===== src/rtl/ldo_enable_sequencer.sv =====
// ldo_enable_sequencer
// Always-on controller for the 3.3 V -> 1.8 V LDO. Synchronizes the VDDA and
// output comparators, sequences EN after VDDA is valid, waits a settle window,
// reports power-good, retries failed ramps/dropouts and latches a fault after
// RETRY_MAX consecutive failures.
//
// Handshake note: this block has no valid/ready channels. req_on is a level
// request held by the register block; clear_fault is a single-cycle pulse that
// is only honoured in FAULT while req_on is low.
//
// All outputs are flops decoded from the next-state value, so they move on the
// same edge as the state register.
module ldo_enable_sequencer #(
  parameter int unsigned SETTLE_CYCLES = 64,  // 1..255
  parameter int unsigned OFF_CYCLES    = 16,  // 1..255
  parameter int unsigned RETRY_MAX     = 3    // 1..7
) (
  input  logic       clk,
  input  logic       reset,
  input  logic       req_on,
  input  logic       clear_fault,
  input  logic       vdda_ok,
  input  logic       out_ok,
  output logic       en,
  output logic       enb,
  output logic       pgood,
  output logic       fault,
  output logic       busy,
  output logic [2:0] state
);

  typedef enum logic [2:0] {
    ST_OFF       = 3'd0,
    ST_WAIT_VDDA = 3'd1,
    ST_RAMP      = 3'd2,
    ST_ON        = 3'd3,
    ST_DISCHARGE = 3'd4,
    ST_FAULT     = 3'd5
  } state_e;

  // Counter reload values; a window of N cycles counts N-1 down to 0.
  localparam logic [7:0] SETTLE_LOAD = 8'(SETTLE_CYCLES - 1);
  localparam logic [7:0] OFF_LOAD    = 8'(OFF_CYCLES - 1);
  localparam logic [2:0] RETRY_LIM   = 3'(RETRY_MAX);

  // Comparator synchronizers
  logic vdda_meta_q, vdda_meta_d;
  logic vdda_s_q, vdda_s_d;
  logic out_meta_q, out_meta_d;
  logic out_s_q, out_s_d;

  // FSM and counters
  state_e     state_q, state_d;
  logic [7:0] cnt_q, cnt_d;
  logic [2:0] rty_q, rty_d;
  logic [2:0] rty_inc;

  // Registered outputs
  logic en_q, en_d;
  logic enb_q, enb_d;
  logic pgood_q, pgood_d;
  logic fault_q, fault_d;
  logic busy_q, busy_d;

  // Two-stage synchronizer shift for both asynchronous comparators
  always_comb begin
    vdda_meta_d = vdda_ok;
    vdda_s_d    = vdda_meta_q;
    out_meta_d  = out_ok;
    out_s_d     = out_meta_q;
  end

  // Synchronizer flops, cleared by reset so the FSM starts from "not ok"
  always_ff @(posedge clk) begin
    if (reset) begin
      vdda_meta_q <= 1'b0;
      vdda_s_q    <= 1'b0;
      out_meta_q  <= 1'b0;
      out_s_q     <= 1'b0;
    end else begin
      vdda_meta_q <= vdda_meta_d;
      vdda_s_q    <= vdda_s_d;
      out_meta_q  <= out_meta_d;
      out_s_q     <= out_s_d;
    end
  end

  // Next-state, counter and retry logic
  always_comb begin
    state_d = state_q;
    cnt_d   = cnt_q;
    rty_d   = rty_q;
    rty_inc = rty_q + 3'd1;

    case (state_q)
      ST_OFF: begin
        if (req_on) begin
          state_d = ST_WAIT_VDDA;
        end
      end

      ST_WAIT_VDDA: begin
        if (!req_on) begin
          state_d = ST_OFF;
        end else if (vdda_s_q) begin
          state_d = ST_RAMP;
          cnt_d   = SETTLE_LOAD;
        end
      end

      ST_RAMP: begin
        // A dropped request or lost supply aborts the ramp without a retry;
        // this takes priority over the end of the settle window.
        if (!req_on || !vdda_s_q) begin
          state_d = ST_DISCHARGE;
          cnt_d   = OFF_LOAD;
        end else if (cnt_q == 8'd0) begin
          if (out_s_q) begin
            state_d = ST_ON;
            rty_d   = 3'd0;
          end else begin
            rty_d = rty_inc;
            if (rty_inc == RETRY_LIM) begin
              state_d = ST_FAULT;
            end else begin
              state_d = ST_DISCHARGE;
              cnt_d   = OFF_LOAD;
            end
          end
        end else begin
          cnt_d = cnt_q - 8'd1;
        end
      end

      ST_ON: begin
        // A requested turn-off wins over a simultaneous dropout.
        if (!req_on) begin
          state_d = ST_DISCHARGE;
          cnt_d   = OFF_LOAD;
        end else if (!vdda_s_q || !out_s_q) begin
          rty_d = rty_inc;
          if (rty_inc == RETRY_LIM) begin
            state_d = ST_FAULT;
          end else begin
            state_d = ST_DISCHARGE;
            cnt_d   = OFF_LOAD;
          end
        end
      end

      ST_DISCHARGE: begin
        // The full discharge window always runs; req_on only picks the exit.
        if (cnt_q == 8'd0) begin
          state_d = req_on ? ST_WAIT_VDDA : ST_OFF;
        end else begin
          cnt_d = cnt_q - 8'd1;
        end
      end

      ST_FAULT: begin
        if (clear_fault && !req_on) begin
          state_d = ST_OFF;
          rty_d   = 3'd0;
        end
      end

      default: begin
        // Unused encodings recover to OFF with the LDO disabled.
        state_d = ST_OFF;
        cnt_d   = 8'd0;
      end
    endcase
  end

  // Output decode from the next state so outputs align with the state register
  always_comb begin
    en_d    = (state_d == ST_RAMP) || (state_d == ST_ON);
    enb_d   = !en_d;
    pgood_d = (state_d == ST_ON);
    fault_d = (state_d == ST_FAULT);
    busy_d  = (state_d == ST_WAIT_VDDA) || (state_d == ST_RAMP) ||
              (state_d == ST_DISCHARGE);
  end

  // State, counters and output registers
  always_ff @(posedge clk) begin
    if (reset) begin
      state_q <= ST_OFF;
      cnt_q   <= 8'd0;
      rty_q   <= 3'd0;
      en_q    <= 1'b0;
      enb_q   <= 1'b1;
      pgood_q <= 1'b0;
      fault_q <= 1'b0;
      busy_q  <= 1'b0;
    end else begin
      state_q <= state_d;
      cnt_q   <= cnt_d;
      rty_q   <= rty_d;
      en_q    <= en_d;
      enb_q   <= enb_d;
      pgood_q <= pgood_d;
      fault_q <= fault_d;
      busy_q  <= busy_d;
    end
  end

  assign en    = en_q;
  assign enb   = enb_q;
  assign pgood = pgood_q;
  assign fault = fault_q;
  assign busy  = busy_q;
  assign state = state_q;

endmodule


===== config.mk =====
export PLATFORM = sky130hd
export DESIGN_NAME = ldo_enable_sequencer
export DESIGN_NICKNAME = d
export VERILOG_FILES = /design/src/rtl/ldo_enable_sequencer.sv
export SDC_FILE = /design/constraint.sdc
export NUM_CORES = 1
export LEC_CHECK = 0
export BUFFER_PORTS_ARGS = -buffer_cell sky130_fd_sc_hd__buf_2
export CAP_MARGIN = 30
export CORE_MARGIN = 2
export CORE_UTILIZATION = 55
export DETAILED_ROUTE_END_ITERATION = 7
export PLACE_DENSITY_LB_ADDON = 0.15
export REMOVE_ABC_BUFFERS = 1
export SYNTH_ARGS = -nofsm -noshare
export SYNTH_HDL_FRONTEND = slang
export SYNTH_SLANG_ARGS = --single-unit
export TNS_END_PERCENT = 50

===== constraint.sdc =====
create_clock -name clk -period 2.9 [get_ports clk]
set_input_delay 0.58 -clock clk [delete_from_list [all_inputs] [get_ports clk]]
set_output_delay 0.58 -clock clk [all_outputs]
set_load 0.01 [all_outputs]

==> flow_summary.yaml <==
finish:
  final_cell_mix: "dfxtp_1 (23), nor2_1 (20), nand2_1 (15), o21ai_0 (14), buf_2 (13)"
  synthToLayoutAreaGrowth_pct: 5.990
  final_layout_size_suffix_gt1_frac: 0.1186
  final_common_cell: "dfxtp_1"
  diodes: 0
  design_area_um2: 1528
  nets: 204
sta:
  fin_skew_ns: 0.01038
  grt_setup_unrepaired: "false"
  drv_slew: 0
  maxSlewHeadroom: 0.5756
  finalHoldViolations: 0
  timing.setup.tns_ns: 0
  period_share: 0.7563
  hold_ws_ns: 0.4534
  setup_viol_count_final: 0
  max_freq_mhz: 456.0
  post-route-min-period_ns: 2.193
  worst_slew_pin_slew_ns: 0.6358
clock_network:
  clk_pin_slew_ns: 0.14
  h-tree-depth: 1
  cts.sinks: 23
  cts_made_buffers: 3
  clkLatencyLatePin_ns: 0.33
  ctsResizeCount: 0
  post-cts-setup-buffers: 0
  clock-root-buffer: "clkbuf_4"
  cts-hold-fix-buffers: 0
  clockBufferDepth: 2
  tritoncts: "done"
worst_setup_path:
  worstReg2RegStart: "cnt_q[0]$_SDFFE_PP0P_"
  path_buf_inv: 1
  cpLargestDelayFamily: "simple AND/OR/NAND/NOR gates"
  r2r_end: "busy$_SDFF_PP0_"
  cp-start-kind: "flip-flop"
  arrival_ns: 2.42
  cp_max_fo: 9
  crit_chain: "inv_1 -> ha_1 -> nor3b_4 -> a31oi_1 -> nor3b_1 -> nor3_1 -> xnor2_1 -> nor2_1"
  cp-end-kind: "flip-flop"
  crit_type: "reg -> reg"
  r2r_slack_ns: 0.71
  rr_worst_depth: 8
  crit_required_ns: 3.12
  crit_slowest_cell: "nor3b_1"
  slowest_delay_ns: 0.44
route:
  drcViolationCount: 0
  drtIter0Drc: 37
  vias: 1371
  drt-total-wl_mm: 3.397
  wl_per_cell_um: 15.17
  vias_per_cell: 6.121
  dr.pass1.iters: 4
  ant_nets: 0
die:
  initial_core_util: 0.5818
  dieHeight_um: 55.19
  core_region_area_um2: 2477
  die_x_um: 55.19
  num_rows: 18
  die_area_um2: 3046
  pin_count: 14
place:
  io_buffers: 13
  place_area_um2: 1500
  dp_hpwl_mm: 2.432
  gp_congestion: 0.9636
pwr:
  peakVddDrop_mv: 0.3353
  p_per_area_nw_per_um2: 347.6
  leakagePower_uw: 0.0006069
synth:
  netlist_instances: 188
  yosysSeqAreaShare: 0.3194
  synthesis.area_um2: 1441
  ys_ff_latch: 23
  avgSynthCellArea_um2: 7.667
  ys.warnings.count: 0
  yosysUniqueCellTypes: 46
global_route:
  track_usage: 0.2520
  grt-ovfl-total: 0
  antenna_found_initial: 0
  grt_max_degree: 21
  first_global_vias: 1205
  grt_pass1_wl_mm: 5.520
flow_run:
  max_cap_viol_count: 0
min_path:
  min_to: "vdda_meta_q$_SDFF_PP0_"
  worstHoldPathType: "in -> reg"
  hp-start: "vdda_ok"
  hold_depth: 2
status:
  status: "finished clean"
==> Yosys cell counts, drive strengths merged <==
| cell type | count | area, µm² |
|---|---|---|
| o22ai | 2 | 12.51 |
| a32oi | 1 | 8.760 |
| or3b | 1 | 8.760 |
| buf | 3 | 15.01 |
| and2 | 2 | 12.52 |
| nor2 | 20 | 75.07 |
| a311oi | 2 | 17.52 |
| dfxtp | 23 | 460.4 |
| xor2 | 2 | 17.52 |
| nor4 | 3 | 40.04 |
| nand4b | 1 | 8.760 |
| and3b | 1 | 8.760 |
| o211ai | 2 | 15.01 |
| nand4 | 2 | 12.51 |
| nand2b | 4 | 25.02 |
| or3 | 2 | 12.51 |
| a21oi | 11 | 55.05 |
| inv | 9 | 33.78 |
| a211oi | 1 | 7.510 |
| nand3 | 4 | 20.02 |
| a31oi | 5 | 31.28 |
| ha | 3 | 37.54 |
| xnor2 | 2 | 17.52 |
| nor3b | 4 | 41.29 |
| a21o | 3 | 22.52 |
| or4b | 1 | 10.01 |
| nand2 | 15 | 56.30 |
| o31ai | 1 | 7.510 |
| o2bb2ai | 2 | 17.52 |
| nor3 | 9 | 45.04 |
| o21ai | 14 | 70.07 |
| a2111oi | 1 | 8.760 |
| a2bb2oi | 1 | 15.01 |
| o2111ai | 1 | 8.760 |
| a221o | 1 | 10.01 |
| o21bai | 2 | 15.01 |
| nor2b | 12 | 75.07 |
| a22o | 4 | 35.03 |
| a21boi | 1 | 7.510 |
| clkbuf | 9 | 36.29 |
| and3 | 1 | 6.260 |
==> flip-flops by register name (all words and copies together) (netlist names) <==
signal	cells
rty_q	3
state	3
busy	1
out_meta_q	1
cnt_q	8
pgood	1
vdda_meta_q	1
vdda_s_q	1
fault	1
enb	1
en	1
out_s_q	1
==> cell type report <==
class                   instances  area [µm²]
well taps                      30       37.54
multi-input cells             144       895.9
clock inverters                 1       5.005
flip-flops and latches         23       460.4
inverters                       9       33.78
repair buffers                 14       72.57
fillers                       240       949.7
clock buffers                   3       22.52
==> how the worst max path moves through the flow <==
stage | depth (start not counted) | to | startpoint
2_1_floorplan | 8 | busy$_SDFF_PP0_ | cnt_q[0]$_SDFFE_PP0P_
3_3_place_gp | 6 | rty_q[2]$_SDFFE_PP0P_ | req_on
3_5_place_dp | 6 | rty_q[2]$_SDFFE_PP0P_ | req_on
4_1_cts | 8 | busy$_SDFF_PP0_ | cnt_q[0]$_SDFFE_PP0P_
5_1_grt | 8 | cnt_q[4]$_SDFFE_PP0P_ | cnt_q[0]$_SDFFE_PP0P_
6_report | 8 | busy$_SDFF_PP0_ | cnt_q[0]$_SDFFE_PP0P_
==> logic make-up (layout without fill, tap and decap cells) <==
family | Yosys count | count (layout) | share of synthesized area
AND/OR/NAND/NOR | 82 | 82 | 0.3177
AO/OA/AOI/OAI | 55 | 55 | 0.2535
flip-flops | 23 | 23 | 0.3194
buffers and inverters | 21 | 27 | 0.05903
XOR/XNOR | 4 | 4 | 0.02431
adder cells (fa/ha/maj) | 3 | 3 | 0.02604
==> metrics by stage <==
step / power [µW] / utilization / setup WS (ns) / cells
finish: 531.1 / 0.6167 / 0.7068 / 224
floorplan: 359.0 / - / 0.9953 / 176
global route: 545.0 / 0.6167 / 0.5154 / 224
detailed placement: 376.5 / 0.6056 / 0.7621 / 220
CTS: 529.4 / 0.6167 / 0.7368 / 224
global placement: 375.3 / 0.6056 / 0.7626 / 220
==> report_power, final <==
group	total, µW	internal (µW)	leakage [µW]	switching (µW)
Combinational	42.5	17.0	0.000403	25.6
Sequential	328	321	0.000186	7.19
Clock	161	51.9	0.0000177	109
Total	531	390	0.000607	142
==> routing by layer <==
layer  wire length [µm]  GRT usage
met2               1603     0.4167
met3                249    0.04301
met4                 32    0.06911
met5                  0          0
met1               1511     0.3372
(Power assumes the default switching activity.)
